## config.mk

```make
export PLATFORM = sky130hd
export DESIGN_NAME = long_divider
export DESIGN_NICKNAME = d
export VERILOG_FILES = /design/src/rtl/long_divider.sv
export SDC_FILE = /design/constraint.sdc
export NUM_CORES = 1
export LEC_CHECK = 0
export BUFFER_PORTS_ARGS = -buffer_cell sky130_fd_sc_hd__buf_2
export CAP_MARGIN = 10
export CELL_PAD_IN_SITES_DETAIL_PLACEMENT = 2
export CELL_PAD_IN_SITES_GLOBAL_PLACEMENT = 2
export CORE_MARGIN = 5
export CORE_UTILIZATION = 39
export CTS_CLUSTER_DIAMETER = 120
export DETAILED_ROUTE_END_ITERATION = 8
export HOLD_SLACK_MARGIN = 0.03
export PLACE_DENSITY_LB_ADDON = 0.1
export SETUP_SLACK_MARGIN = 0.05
export SYNTH_ARGS = -nofsm -noshare
export SYNTH_HDL_FRONTEND = slang
export SYNTH_SLANG_ARGS = --single-unit
```

## constraint.sdc

```tcl
create_clock -name clk_i -period 26 [get_ports clk_i]
set_input_delay 3.9 -clock clk_i [delete_from_list [all_inputs] [get_ports clk_i]]
set_output_delay 3.9 -clock clk_i [all_outputs]
set_load 0.1 [all_outputs]
```

## src/rtl/long_divider.sv

```systemverilog
`default_nettype none
// ============================================================================
// Module   : long_divider
// Purpose  : Iterative restoring divider, 2*WIDTH-bit dividend by WIDTH-bit
//            divisor, signed or unsigned, one quotient bit per clock.
// Revision : 1.0  initial release
// ============================================================================
module long_divider #(
  parameter int WIDTH = 32
) (
  input  logic             clk_i,
  input  logic             reset_i,
  input  logic             start_i,
  input  logic             signed_i,
  input  logic [WIDTH-1:0] dividend_hi_i,
  input  logic [WIDTH-1:0] dividend_lo_i,
  input  logic [WIDTH-1:0] divisor_i,
  output logic             busy_o,
  output logic             done_o,
  output logic [WIDTH-1:0] quotient_o,
  output logic [WIDTH-1:0] remainder_o,
  output logic             div_zero_o,
  output logic             overflow_o
);

  localparam int CNT_W = (WIDTH > 1) ? $clog2(WIDTH) : 1;
  localparam logic [CNT_W-1:0] C_LAST = CNT_W'(WIDTH - 1);

  typedef enum logic [2:0] {
    S_IDLE = 3'd0,
    S_PREP = 3'd1,
    S_DIV  = 3'd2,
    S_FIX  = 3'd3,
    S_DONE = 3'd4
  } state_t;

  state_t             state_q;
  logic               busy_q;
  logic               done_q;
  logic [WIDTH-1:0]   quot_q;
  logic [WIDTH-1:0]   rem_q;
  logic               div_zero_q;
  logic               overflow_q;

  logic               signed_q;
  logic [WIDTH-1:0]   hi_q;
  logic [WIDTH-1:0]   lo_q;
  logic [WIDTH-1:0]   dvs_q;

  logic [WIDTH-1:0]   prem_q;   // partial remainder
  logic [WIDTH-1:0]   qlo_q;    // dividend low bits shifting out, quotient bits shifting in
  logic [WIDTH-1:0]   dmag_q;
  logic               qsign_q;
  logic               rsign_q;
  logic [CNT_W-1:0]   cnt_q;

  logic               w_dvd_neg;
  logic               w_dvs_neg;
  logic [2*WIDTH-1:0] w_dvd_raw;
  logic [2*WIDTH-1:0] w_dvd_mag;
  logic [WIDTH-1:0]   w_dvd_mag_hi;
  logic [WIDTH-1:0]   w_dvs_mag;
  logic [WIDTH:0]     w_shift;
  logic [WIDTH:0]     w_dmag_ext;
  logic [WIDTH:0]     w_diff;
  logic               w_ge;
  logic               w_q_ovf;

  always_comb begin
    w_dvd_raw    = {hi_q, lo_q};
    w_dvd_neg    = signed_q & hi_q[WIDTH-1];
    w_dvs_neg    = signed_q & dvs_q[WIDTH-1];
    w_dvd_mag    = w_dvd_neg ? -w_dvd_raw : w_dvd_raw;
    w_dvd_mag_hi = w_dvd_mag[2*WIDTH-1:WIDTH];
    w_dvs_mag    = w_dvs_neg ? -dvs_q : dvs_q;
    // Extra top bit keeps the bit shifted out of the partial remainder.
    w_shift      = {prem_q, qlo_q[WIDTH-1]};
    w_dmag_ext   = {1'b0, dmag_q};
    w_ge         = (w_shift >= w_dmag_ext);
    w_diff       = w_shift - w_dmag_ext;
    // Negative results may reach -2^(WIDTH-1); positive ones stop one short.
    w_q_ovf      = qsign_q ? (qlo_q[WIDTH-1] & (|qlo_q[WIDTH-2:0])) : qlo_q[WIDTH-1];
  end

  always_ff @(posedge clk_i or posedge reset_i) begin
    if (reset_i) begin
      state_q    <= S_IDLE;
      busy_q     <= 1'b0;
      done_q     <= 1'b0;
      quot_q     <= '0;
      rem_q      <= '0;
      div_zero_q <= 1'b0;
      overflow_q <= 1'b0;
      signed_q   <= 1'b0;
      hi_q       <= '0;
      lo_q       <= '0;
      dvs_q      <= '0;
      prem_q     <= '0;
      qlo_q      <= '0;
      dmag_q     <= '0;
      qsign_q    <= 1'b0;
      rsign_q    <= 1'b0;
      cnt_q      <= '0;
    end else begin
      done_q <= 1'b0;
      case (state_q)
        S_IDLE, S_DONE: begin
          if (start_i) begin
            signed_q   <= signed_i;
            hi_q       <= dividend_hi_i;
            lo_q       <= dividend_lo_i;
            dvs_q      <= divisor_i;
            div_zero_q <= 1'b0;
            overflow_q <= 1'b0;
            busy_q     <= 1'b1;
            state_q    <= S_PREP;
          end else begin
            busy_q  <= 1'b0;
            state_q <= S_IDLE;
          end
        end

        S_PREP: begin
          qsign_q <= w_dvd_neg ^ w_dvs_neg;
          rsign_q <= w_dvd_neg;
          if (dvs_q == '0) begin
            div_zero_q <= 1'b1;
            quot_q     <= '1;
            rem_q      <= lo_q;
            busy_q     <= 1'b0;
            done_q     <= 1'b1;
            state_q    <= S_DONE;
          end else if (w_dvd_mag_hi >= w_dvs_mag) begin
            overflow_q <= 1'b1;
            quot_q     <= '1;
            rem_q      <= '0;
            busy_q     <= 1'b0;
            done_q     <= 1'b1;
            state_q    <= S_DONE;
          end else begin
            prem_q  <= w_dvd_mag_hi;
            qlo_q   <= w_dvd_mag[WIDTH-1:0];
            dmag_q  <= w_dvs_mag;
            cnt_q   <= '0;
            state_q <= S_DIV;
          end
        end

        S_DIV: begin
          prem_q <= w_ge ? w_diff[WIDTH-1:0] : w_shift[WIDTH-1:0];
          qlo_q  <= {qlo_q[WIDTH-2:0], w_ge};
          cnt_q  <= cnt_q + CNT_W'(1);
          if (cnt_q == C_LAST) begin
            state_q <= S_FIX;
          end
        end

        S_FIX: begin
          if (signed_q && w_q_ovf) begin
            overflow_q <= 1'b1;
            quot_q     <= '1;
            rem_q      <= '0;
          end else if (signed_q) begin
            quot_q <= qsign_q ? -qlo_q : qlo_q;
            rem_q  <= rsign_q ? -prem_q : prem_q;
          end else begin
            quot_q <= qlo_q;
            rem_q  <= prem_q;
          end
          busy_q  <= 1'b0;
          done_q  <= 1'b1;
          state_q <= S_DONE;
        end

        default: begin
          busy_q  <= 1'b0;
          state_q <= S_IDLE;
        end
      endcase
    end
  end

  assign busy_o      = busy_q;
  assign done_o      = done_q;
  assign quotient_o  = quot_q;
  assign remainder_o = rem_q;
  assign div_zero_o  = div_zero_q;
  assign overflow_o  = overflow_q;

endmodule
`default_nettype wire

```

### After elaboration in Yosys (flattened, before gate mapping)

Index checks and enable logic that the tools add are counted.

| operators by class | value |
|---|---|
| add/sub/neg operators | 6 |
| $lt $le $gt $ge | 2 |
| equality and inequality tests | 13 |
| multiplexer cells | 44 |
| bitwise gates (word level) | 7 |
| reduce and logical (&&, ||, !) cells | 16 |

Operator list:

| operator | count |
|---|---|
| two-way mux 32 bit | 16 |
| case mux 32 bit (2 select lines) | 4 |
| negation 32 bit | 3 |
| two-way mux 64 bit | 1 |
| negation 64 bit | 1 |
| greater-or-equal comparator 33 x 32 -> 1 bit | 1 |
| greater-or-equal comparator 32 bit | 1 |
| zero test 32 bit | 1 |
| subtractor 32 bit | 1 |
| OR reduction 31 bit | 1 |
| inequality test 2 bit (second input constant) | 7 |
| two-way mux 1 bit | 12 |
| case mux 3 bit (4 select lines) | 1 |
| two-way mux 5 bit | 2 |
| case mux 5 bit (2 select lines) | 1 |
| two-way mux 3 bit | 3 |
| AND reduction 3 bit | 3 |
| equality test 3 x 2 -> 1 bit (second input constant) | 2 |
| case mux 1 bit (3 select lines) | 2 |
| AND reduction 2 bit | 3 |
| nonzero test 2 bit | 3 |
| adder 5 x 1 -> 5 bit (second input constant) | 1 |
| equality test 5 bit (second input constant) | 1 |
| AND reduction 5 bit | 1 |
| other kinds (11) | 16 |

| storage, ports and cells | value |
|---|---|
| register bits after elaboration | 271 |
| output and inout port bits | 68 |
| logic and storage cells | 105 |

### Longest topological paths before layout

Gate-level depths: netlist of run 1.

| depth | value |
|---|---|
| depth in word-level cells | 6 |
| gate-level depth with buffers | 20 |
| gate-level depth less buffers | 19 |

### Least setup slack after synthesis of run 1

OpenSTA, ideal clock, no wires.

| timing | value |
|---|---|
| path kind | in2reg |
| start point | input port start_i |
| end point | register signed_q |
| library setup time | 66 ps |
| data arrival time | 4854 ps |
| slack | 21080 ps |
| stages on the path | 6 |
| path buffers | 3 |
| cell sequence | and2_1 -> clkbuf_1 -> clkbuf_1 -> clkbuf_1 -> nand2_1 -> nand2_1 |

| on the way | value |
|---|---|
| longest elaborated chain between the ends | 1 |

RTL lines:

| element | line | RTL |
|---|---|---|
| start: declaration | 13 | `input logic start_i,` |
| AND reduction 2 bit (no source line) | - |  |
| end signal: assignment | 109 | `signed_q <= signed_i;` |
| end: declaration | 45 | `logic signed_q;` |

No other way between the ends.
A chain may end at the register's enable or synchronous reset.

### Worst setup path after layout of run 1

| timing | value |
|---|---|
| start point | register lo_q[9] |
| end point | register prem_q[30] |

| on the way | value |
|---|---|
| longest elaborated chain between the ends | 5 |
| elaborated cells on any way between the ends | 8 |

RTL lines:

| element | line | RTL |
|---|---|---|
| start: declaration | 47 | `logic [WIDTH-1:0] lo_q;` |
| start signal: assignment | 111 | `lo_q <= dividend_lo_i;` |
| negation 64 bit (*) | 73 | `w_dvd_mag = w_dvd_neg ? -w_dvd_raw : w_dvd_raw;` |
| two-way mux 64 bit (*) | 73 |  |
| greater-or-equal comparator 32 bit / two-way mux 32 bit (equally long branches) | 133 | `end else if (w_dvd_mag_hi >= w_dvs_mag) begin` |
| inequality test 2 bit (no source line) / two-way mux 32 bit (equally long branches) | - |  |
| AND reduction 3 bit (no source line) / case mux 32 bit (2 select lines) (equally long branches) | - |  |
| end signal: assignment | 141 | `prem_q <= w_dvd_mag_hi;` |
| end signal: assignment | 150 | `prem_q <= w_ge ? w_diff[WIDTH-1:0] : w_shift[WIDTH-1:0];` |
| end: declaration | 50 | `logic [WIDTH-1:0] prem_q;` |

Every way passes the cells marked *; elsewhere a longest branch is shown, timed or not. The select of a mux whose other input is x is not followed.

==> impl_metrics.py, run 1 <==
metrics = {
    "clocking": {
        "postCtsSetupBuffers": 0,
        "post_cts_resized": 0,
        "cts-hold-fix-buffers": 0,
        "cts_h_tree_lvls": 2,
        "cts_tree": "done",
        "clk_transition_reported_paths_ps": 60,
        "count_of_clock_tree_sinks": 271,
        "cts_made_buffers": 34,
        "ctsRootBufferMaster": "sky130_fd_sc_hd__clkbuf_16",
        "insertion_delay_ps": 550,
        "cts.path.max_buffers": 3,
    },
    "placement": {
        "placement.io_buffers": 167,
        "dpl_worst_slack_ps": 18430,
        "dp.final_hpwl_um": 48450,
        "finalWeightedCongestion": 0.9245,
    },
    "logic_synthesis": {
        "syn_area_sq_um": 16750,
        "synth-edff-count": 0,
        "post_synth_and_or_nand_nor_area_fraction_pct": 21.98,
        "yosys_warnings": 0,
        "main_combinational_cell_family_by_area_after_synthesis": "simple AND/OR/NAND/NOR gates",
        "synthesized_area_fraction_occupied_by_ao_oa_aoi_and_oai_cells_pct": 17.70,
        "ys_ff_latch": 271,
        "synthDistinctLibCells": 68,
        "synth.yosys.seq_area_share_pct": 40.49,
        "postSynthAreaPerCell_sq_um": 8.243,
        "dominantRegCellSynth": "sky130_fd_sc_hd__dfrtp_1",
        "synth.net_count": 2203,
        "yosys-mux-area-fraction_pct": 1.404,
        "synth_cells": 2032,
        "synth_xor_area_share_pct": 9.046,
        "ys_async_sr_fraction_pct": 100.0,
        "post_synth_fa_ha_maj_area_fraction_pct": 5.348,
    },
    "global_route": {
        "grt_antenna_before_repair": 0,
        "grt_start_max_net_pins": 140,
        "globalRoute.totalOverflow": 0,
        "grt_pass1_wl_um": 100300,
        "gr-usage-all-layers_pct": 26.94,
        "first_global_vias": 17201,
    },
    "drt": {
        "detail_route.vias_per_cell": 5.748,
        "route.vias.total": 15612,
        "drt-pass1-iter-count": 5,
        "drt_drc": 0,
        "drt_first_iter_violations": 749,
        "drt-wirelength-per-cell_um": 23.71,
        "drt_wl_total_um": 64400,
        "final_antenna_net_count": 0,
    },
    "floorplan": {
        "num_io_pins": 168,
        "overall_die_width_um": 217.2,
        "floorplan.core_area_sq_um": 42790,
        "die-height_um": 217.2,
        "floorplan.rows": 76,
        "die_area_sq_um": 47190,
        "initial_core_util_pct": 39.14,
    },
    "critical_path": {
        "cp_max_fanout": 67,
        "worstSetupEndpointType": "flop",
        "critPathArrivalTime_ps": 8040,
        "reg2reg_slack_ps": 18440,
        "timing.critical_path.required_ps": 26470,
        "critical_path.reg2reg.startpoint": "lo_q[9]$_DFFE_PP0P_",
        "worst_setup_path_startpoint": "lo_q[9]$_DFFE_PP0P_",
        "count_of_cells_along_the_worst_register_to_register_path": 16,
        "crit_end": "prem_q[30]$_DFFE_PP0P_",
        "timing.critical_path.from_type": "flop",
        "worst_r2r_endpoint": "prem_q[30]$_DFFE_PP0P_",
        "worst_setup_path_category": "reg2reg",
    },
    "sta": {
        "slew_viol_final": 0,
        "finalSetupTns_ps": 0,
        "timing.slew.headroom_pct": 31.76,
        "rsz0062_at_grt": "false",
        "fin_crit_sh_pct": 29.10,
        "worst_clock_skew_ps": 24.27,
        "fmax_mhz": 132.2,
        "timing_hold_violations_final": 0,
        "tightest_slew_ps": 1013,
        "setup_viol": 0,
        "timing.final.crit_period_ps": 7565,
        "fin_ws_ps": 18440,
    },
    "cells_and_area": {
        "fin_nets": 2319,
        "final_layout_size_suffix_gt1_share_pct": 12.17,
        "area_delta_synth_final_pct": 14.19,
        "antenna_cells": 0,
        "commonest_cells_after_routing_fill_and_taps_aside": "384 x sky130_fd_sc_hd__nand2_1, 271 x sky130_fd_sc_hd__dfrtp_1, 248 x sky130_fd_sc_hd__nor2_1",
        "final_common_cell": "sky130_fd_sc_hd__nand2_1",
        "n_fill_cell": 4836,
    },
    "min_path": {
        "worst_hold_path_type": "reg2reg",
        "worst_hold_path.num_cells": 2,
    },
    "run_status": {
        "outcome": "finished, final reports clean",
    },
    "flow_run": {
        "max_cap_viol_count": 0,
    },
}
==> final cells by class <==
type,instances,area (sq um),area share (%)
clock inverters,10,81.33,0.4252
clock buffers,48,984.7,5.148
well taps,546,683.2,3.572
inverters,67,259.0,1.354
repair buffers,188,1006,5.259
flip-flops and latches,271,6782,35.45
multi-input cells,1586,9331,48.79
==> registers in the layout, summed over array words and instances, names as in the netlist <==
| signal | cells |
|---|---|
| quotient_o | 32 |
| overflow_o | 1 |
| prem_q | 32 |
| lo_q | 32 |
| hi_q | 32 |
| remainder_o | 32 |
| qsign_q | 1 |
| cnt_q | 5 |
| dvs_q | 32 |
| busy_o | 1 |
| dmag_q | 32 |
| qlo_q | 32 |
| signed_q | 1 |
| state_q | 3 |
| done_o | 1 |
| div_zero_o | 1 |
| rsign_q | 1 |
==> cells by family (layout without fill, tap and decap cells) <==
kind of cell / after synthesis / after routing
compound gates: 475 / 475
xor+xnor: 173 / 173
fa+ha+maj: 71 / 71
buf+inv: 175 / 313
flops: 271 / 271
mux: 23 / 23
simple gates: 844 / 844
==> stage by stage <==
step,util [%],hold slack (ps),cells,cell area (sq um)
3_3_place_gp,42.16,460.4,2657,18040
3_5_place_dp,42.16,476.5,2657,18040
5_1_grt,44.70,516.7,2716,19130
6_report,44.70,480.8,2716,19130
2_1_floorplan,-,449.8,2032,16750
4_1_cts,44.65,488.4,2715,19110
==> synth_stat cells (all sizes together), types with 18 or more instances <==
cell type	instances	share of area, %
o22ai	30	1.1
nor2	249	5.6
a221oi	35	1.8
nand4	22	0.82
o31ai	24	1.1
a21o	19	0.85
xnor2	98	5.1
ha	70	5.2
mux2i	19	1.1
nand3	35	1.0
xor2	75	3.9
clkbuf	86	1.9
or3	18	0.67
buf	22	0.61
a31oi	18	0.76
nor3	40	1.2
nand2	386	8.7
inv	67	1.5
a21oi	162	4.8
nor4	25	0.93
dfrtp	271	40
o21ai	106	3.2
==> metal layers <==
layer | global-route usage, % | share of wire [%] | vias to the layer above | routed length (um)
met5 | 0 | 0 | - | 0
met4 | 11.02 | 4.3 | 0 | 2769
met3 | 3.575 | 3.6 | 114 | 2341
met2 | 47.13 | 49 | 300 | 31690
met1 | 33.70 | 43 | 7902 | 27600
li1 | - | - | 7296 | -
==> how the worst min path moves through the flow <==
stage,startpoint,endpoint,slack [ps]
6_report,dmag_q[21]$_DFFE_PP0P_,dmag_q[21]$_DFFE_PP0P_,480
5_1_grt,remainder_o[1]$_DFFE_PP0P_,remainder_o[1]$_DFFE_PP0P_,520
4_1_cts,dmag_q[21]$_DFFE_PP0P_,dmag_q[21]$_DFFE_PP0P_,490
3_5_place_dp,dmag_q[21]$_DFFE_PP0P_,dmag_q[21]$_DFFE_PP0P_,480
3_3_place_gp,dmag_q[28]$_DFFE_PP0P_,dmag_q[28]$_DFFE_PP0P_,460
2_1_floorplan,dmag_q[10]$_DFFE_PP0P_,dmag_q[10]$_DFFE_PP0P_,450
==> worst max-delay path, stage by stage, from the launching register on <==
cell and delay [ps]:
sky130_fd_sc_hd__dfrtp_1 440, sky130_fd_sc_hd__nor4_1 700, sky130_fd_sc_hd__nor4b_2 650, sky130_fd_sc_hd__nand4_1 750, sky130_fd_sc_hd__nor2b_1 610, sky130_fd_sc_hd__a21oi_1 160, sky130_fd_sc_hd__xor2_1 400, sky130_fd_sc_hd__ha_1 330
sky130_fd_sc_hd__a21o_1 190, sky130_fd_sc_hd__a21o_1 180, sky130_fd_sc_hd__a21oi_1 150, sky130_fd_sc_hd__o221ai_1 380, sky130_fd_sc_hd__nor3_1 820, sky130_fd_sc_hd__nand2_2 680, sky130_fd_sc_hd__buf_4 550, sky130_fd_sc_hd__a221o_1 380
sky130_fd_sc_hd__nor2_1 100
Power of run 1 is left out: the tool's default activity adds up to more than one toggle a clock period on the data nets, which glitch-free logic cannot reach.
==> run 2: changes to the inputs <==
--- a/config.mk
+++ b/config.mk
@@ -10,7 +10,7 @@
 export CELL_PAD_IN_SITES_DETAIL_PLACEMENT = 2
 export CELL_PAD_IN_SITES_GLOBAL_PLACEMENT = 2
 export CORE_MARGIN = 5
-export CORE_UTILIZATION = 39
+export CORE_UTILIZATION = 33
 export CTS_CLUSTER_DIAMETER = 120
 export DETAILED_ROUTE_END_ITERATION = 8
 export HOLD_SLACK_MARGIN = 0.03
==> constraint.sdc (replaced) <==
create_clock -name clk_i -period 6.43 [get_ports clk_i]
set_input_delay 0.9645 -clock clk_i [delete_from_list [all_inputs] [get_ports clk_i]]
set_output_delay 0.9645 -clock clk_i [all_outputs]
set_load 0.1 [all_outputs]
==> run 2 against run 1 <==
Against the previous run: setup slack got worse by 18000 ps; routed wire length up 2.2%; clock-buffer cell count increased by 5; final area grew 2.5%; core utilization fell by 5.6 points; global-route usage down 3.7 points; final cell count rose by 5.6%; critical endpoint is now prem_q[10]$_DFFE_PP0P_.
==> impl_metrics.py, run 2 (synthesis gave the netlist of run 1 again) <==
metrics = {
    "floorplan": {
        "num_io_pins": 168,
        "floorplan.core_area_sq_um": 50170,
        "floorplan.rows": 82,
        "die-height_um": 235.3,
        "overall_die_width_um": 235.3,
        "initial_core_util_pct": 33.39,
        "die_area_sq_um": 55360,
    },
    "sta": {
        "fin_ws_ps": 406.4,
        "slew_viol_final": 0,
        "timing.final.crit_period_ps": 6024,
        "tightest_slew_ps": 1055,
        "worst_clock_skew_ps": 25.55,
        "fin_crit_sh_pct": 93.68,
        "finalSetupTns_ps": 0,
        "timing.slew.headroom_pct": 28.99,
        "fmax_mhz": 166.0,
        "setup_viol": 0,
        "rsz0062_at_grt": "false",
        "timing_hold_violations_final": 0,
    },
    "drt": {
        "route.vias.total": 15600,
        "drt_drc": 0,
        "final_antenna_net_count": 0,
        "drt_first_iter_violations": 687,
        "drt_wl_total_um": 65780,
        "drt-pass1-iter-count": 5,
        "drt-wirelength-per-cell_um": 22.94,
        "detail_route.vias_per_cell": 5.439,
    },
    "clocking": {
        "post_cts_resized": 0,
        "cts-hold-fix-buffers": 0,
        "cts_tree": "done",
        "ctsRootBufferMaster": "sky130_fd_sc_hd__clkbuf_16",
        "cts_h_tree_lvls": 2,
        "cts.path.max_buffers": 3,
        "count_of_clock_tree_sinks": 271,
        "postCtsSetupBuffers": 0,
        "insertion_delay_ps": 570,
        "cts_made_buffers": 36,
        "clk_transition_reported_paths_ps": 60,
    },
    "critical_path": {
        "worst_setup_path_startpoint": "lo_q[9]$_DFFE_PP0P_",
        "worst_r2r_endpoint": "prem_q[10]$_DFFE_PP0P_",
        "critical_path.cell_chain": "nor4_1 -> nor4b_2 -> nand4_1 -> buf_4 -> nor2b_1 -> a21oi_1 -> xor2_1 -> ha_1 -> a21o_1 -> a21o_1 -> a21oi_1 -> o221ai_1 -> nor3_1 -> a21oi_2 -> buf_4 -> a22o_1 -> a221o_1",
        "critPathArrivalTime_ps": 6470,
        "critical_path.reg2reg.startpoint": "lo_q[9]$_DFFE_PP0P_",
        "stages_on_the_worst_setup_path": 17,
        "crit_end": "prem_q[10]$_DFFE_PP0P_",
        "critPathMaxStageDelay_ps": 920,
        "worst_setup_path_category": "reg2reg",
        "reg2reg_slack_ps": 410,
        "cpLargestDelayFamily": "simple AND/OR/NAND/NOR gates",
        "cp_num_buf_inv": 2,
        "timing.critical_path.required_ps": 6880,
        "count_of_cells_along_the_worst_register_to_register_path": 17,
        "cp_max_fanout": 21,
        "worstSetupEndpointType": "flop",
        "cp_max_stage_cell": "sky130_fd_sc_hd__nor4_1",
        "timing.critical_path.from_type": "flop",
    },
    "cells_and_area": {
        "final_layout_size_suffix_gt1_share_pct": 13.16,
        "final_core_utilization_pct": 39.08,
        "fin_nets": 2342,
        "n_fill_cell": 5711,
        "final_common_cell": "sky130_fd_sc_hd__nand2_1",
        "area_delta_synth_final_pct": 17.05,
        "commonest_cells_after_routing_fill_and_taps_aside": "384 x sky130_fd_sc_hd__nand2_1, 271 x sky130_fd_sc_hd__dfrtp_1, 248 x sky130_fd_sc_hd__nor2_1",
        "antenna_cells": 0,
    },
    "placement": {
        "placement.io_buffers": 167,
        "dpl_worst_slack_ps": 435.4,
        "dp.final_hpwl_um": 49800,
        "finalWeightedCongestion": 0.8588,
    },
    "global_route": {
        "grt_start_max_net_pins": 159,
        "grt_pass1_wl_um": 103300,
        "first_global_vias": 17179,
        "gr-usage-all-layers_pct": 23.22,
        "grt_antenna_before_repair": 1,
        "globalRoute.totalOverflow": 0,
    },
    "run_status": {
        "outcome": "finished, final reports clean",
    },
    "flow_run": {
        "max_cap_viol_count": 0,
    },
    "min_path": {
        "worst_hold_path_type": "reg2reg",
    },
}
-- run 2: cell types whose count changed in the layout (fill, tap and decap cells not counted), moves of 2 or more --
cell | previous run | this run
sky130_fd_sc_hd__clkinv_2 | 7 | 4
sky130_fd_sc_hd__buf_4 | 20 | 35
sky130_fd_sc_hd__buf_12 | 1 | 7
sky130_fd_sc_hd__clkbuf_1 | 7 | 10
sky130_fd_sc_hd__clkinvlp_4 | 1 | 3
-- run 2: area by class of cell --
class | count | area [sq um] | share of cell area [%]
sequential | 271 | 6782 | 34.59
multi-input combinational | 1586 | 9335 | 47.61
inverter | 67 | 255.2 | 1.302
clock inverter | 10 | 120.1 | 0.6126
timing repair buffer | 209 | 1239 | 6.318
clock buffer | 53 | 1035 | 5.278
tap | 672 | 840.8 | 4.288
-- run 2: worst min-delay path by stage --
| stage | to | slack, ps | from | cells past startpoint |
|---|---|---|---|---|
| global placement | dmag_q[13]$_DFFE_PP0P_ | 460 | dmag_q[13]$_DFFE_PP0P_ | 2 |
| detailed placement | dmag_q[18]$_DFFE_PP0P_ | 470 | dmag_q[18]$_DFFE_PP0P_ | 2 |
| CTS | dmag_q[18]$_DFFE_PP0P_ | 480 | dmag_q[18]$_DFFE_PP0P_ | 2 |
| finish | dmag_q[17]$_DFFE_PP0P_ | 480 | dmag_q[17]$_DFFE_PP0P_ | 2 |
| floorplan | dmag_q[10]$_DFFE_PP0P_ | 450 | dmag_q[10]$_DFFE_PP0P_ | 2 |
| global route | dmag_q[17]$_DFFE_PP0P_ | 490 | dmag_q[17]$_DFFE_PP0P_ | 2 |
-- run 2: worst min-delay path: stages (launching register included) --
cell and delay, ps:
sky130_fd_sc_hd__dfrtp_1 340, sky130_fd_sc_hd__nand2_1 50, sky130_fd_sc_hd__o21ai_0 60
-- run 2: metrics by stage --
| step | instances | hold slack (ps) | area [sq um] |
|---|---|---|---|
| 6_report | 2868 | 479.0 | 19610 |
| 5_1_grt | 2868 | 488.6 | 19610 |
| 4_1_cts | 2868 | 482.8 | 19610 |
| 3_5_place_dp | 2805 | 470.2 | 18450 |
| 3_3_place_gp | 2805 | 463.3 | 18450 |
| 2_1_floorplan | 2032 | 449.8 | 16750 |
-- run 2: per-layer routing --
| metal | global-route usage, % | up-vias | part of all wire (%) |
|---|---|---|---|
| met3 | 3.128 | 77 | 3.3 |
| met4 | 6.914 | 0 | 2.9 |
| met2 | 40.46 | 252 | 49 |
| met1 | 30.19 | 7940 | 45 |
| met5 | 0 | - | 0 |
| li1 | - | 7331 | - |
Power of run 2 is left out for the same reason.
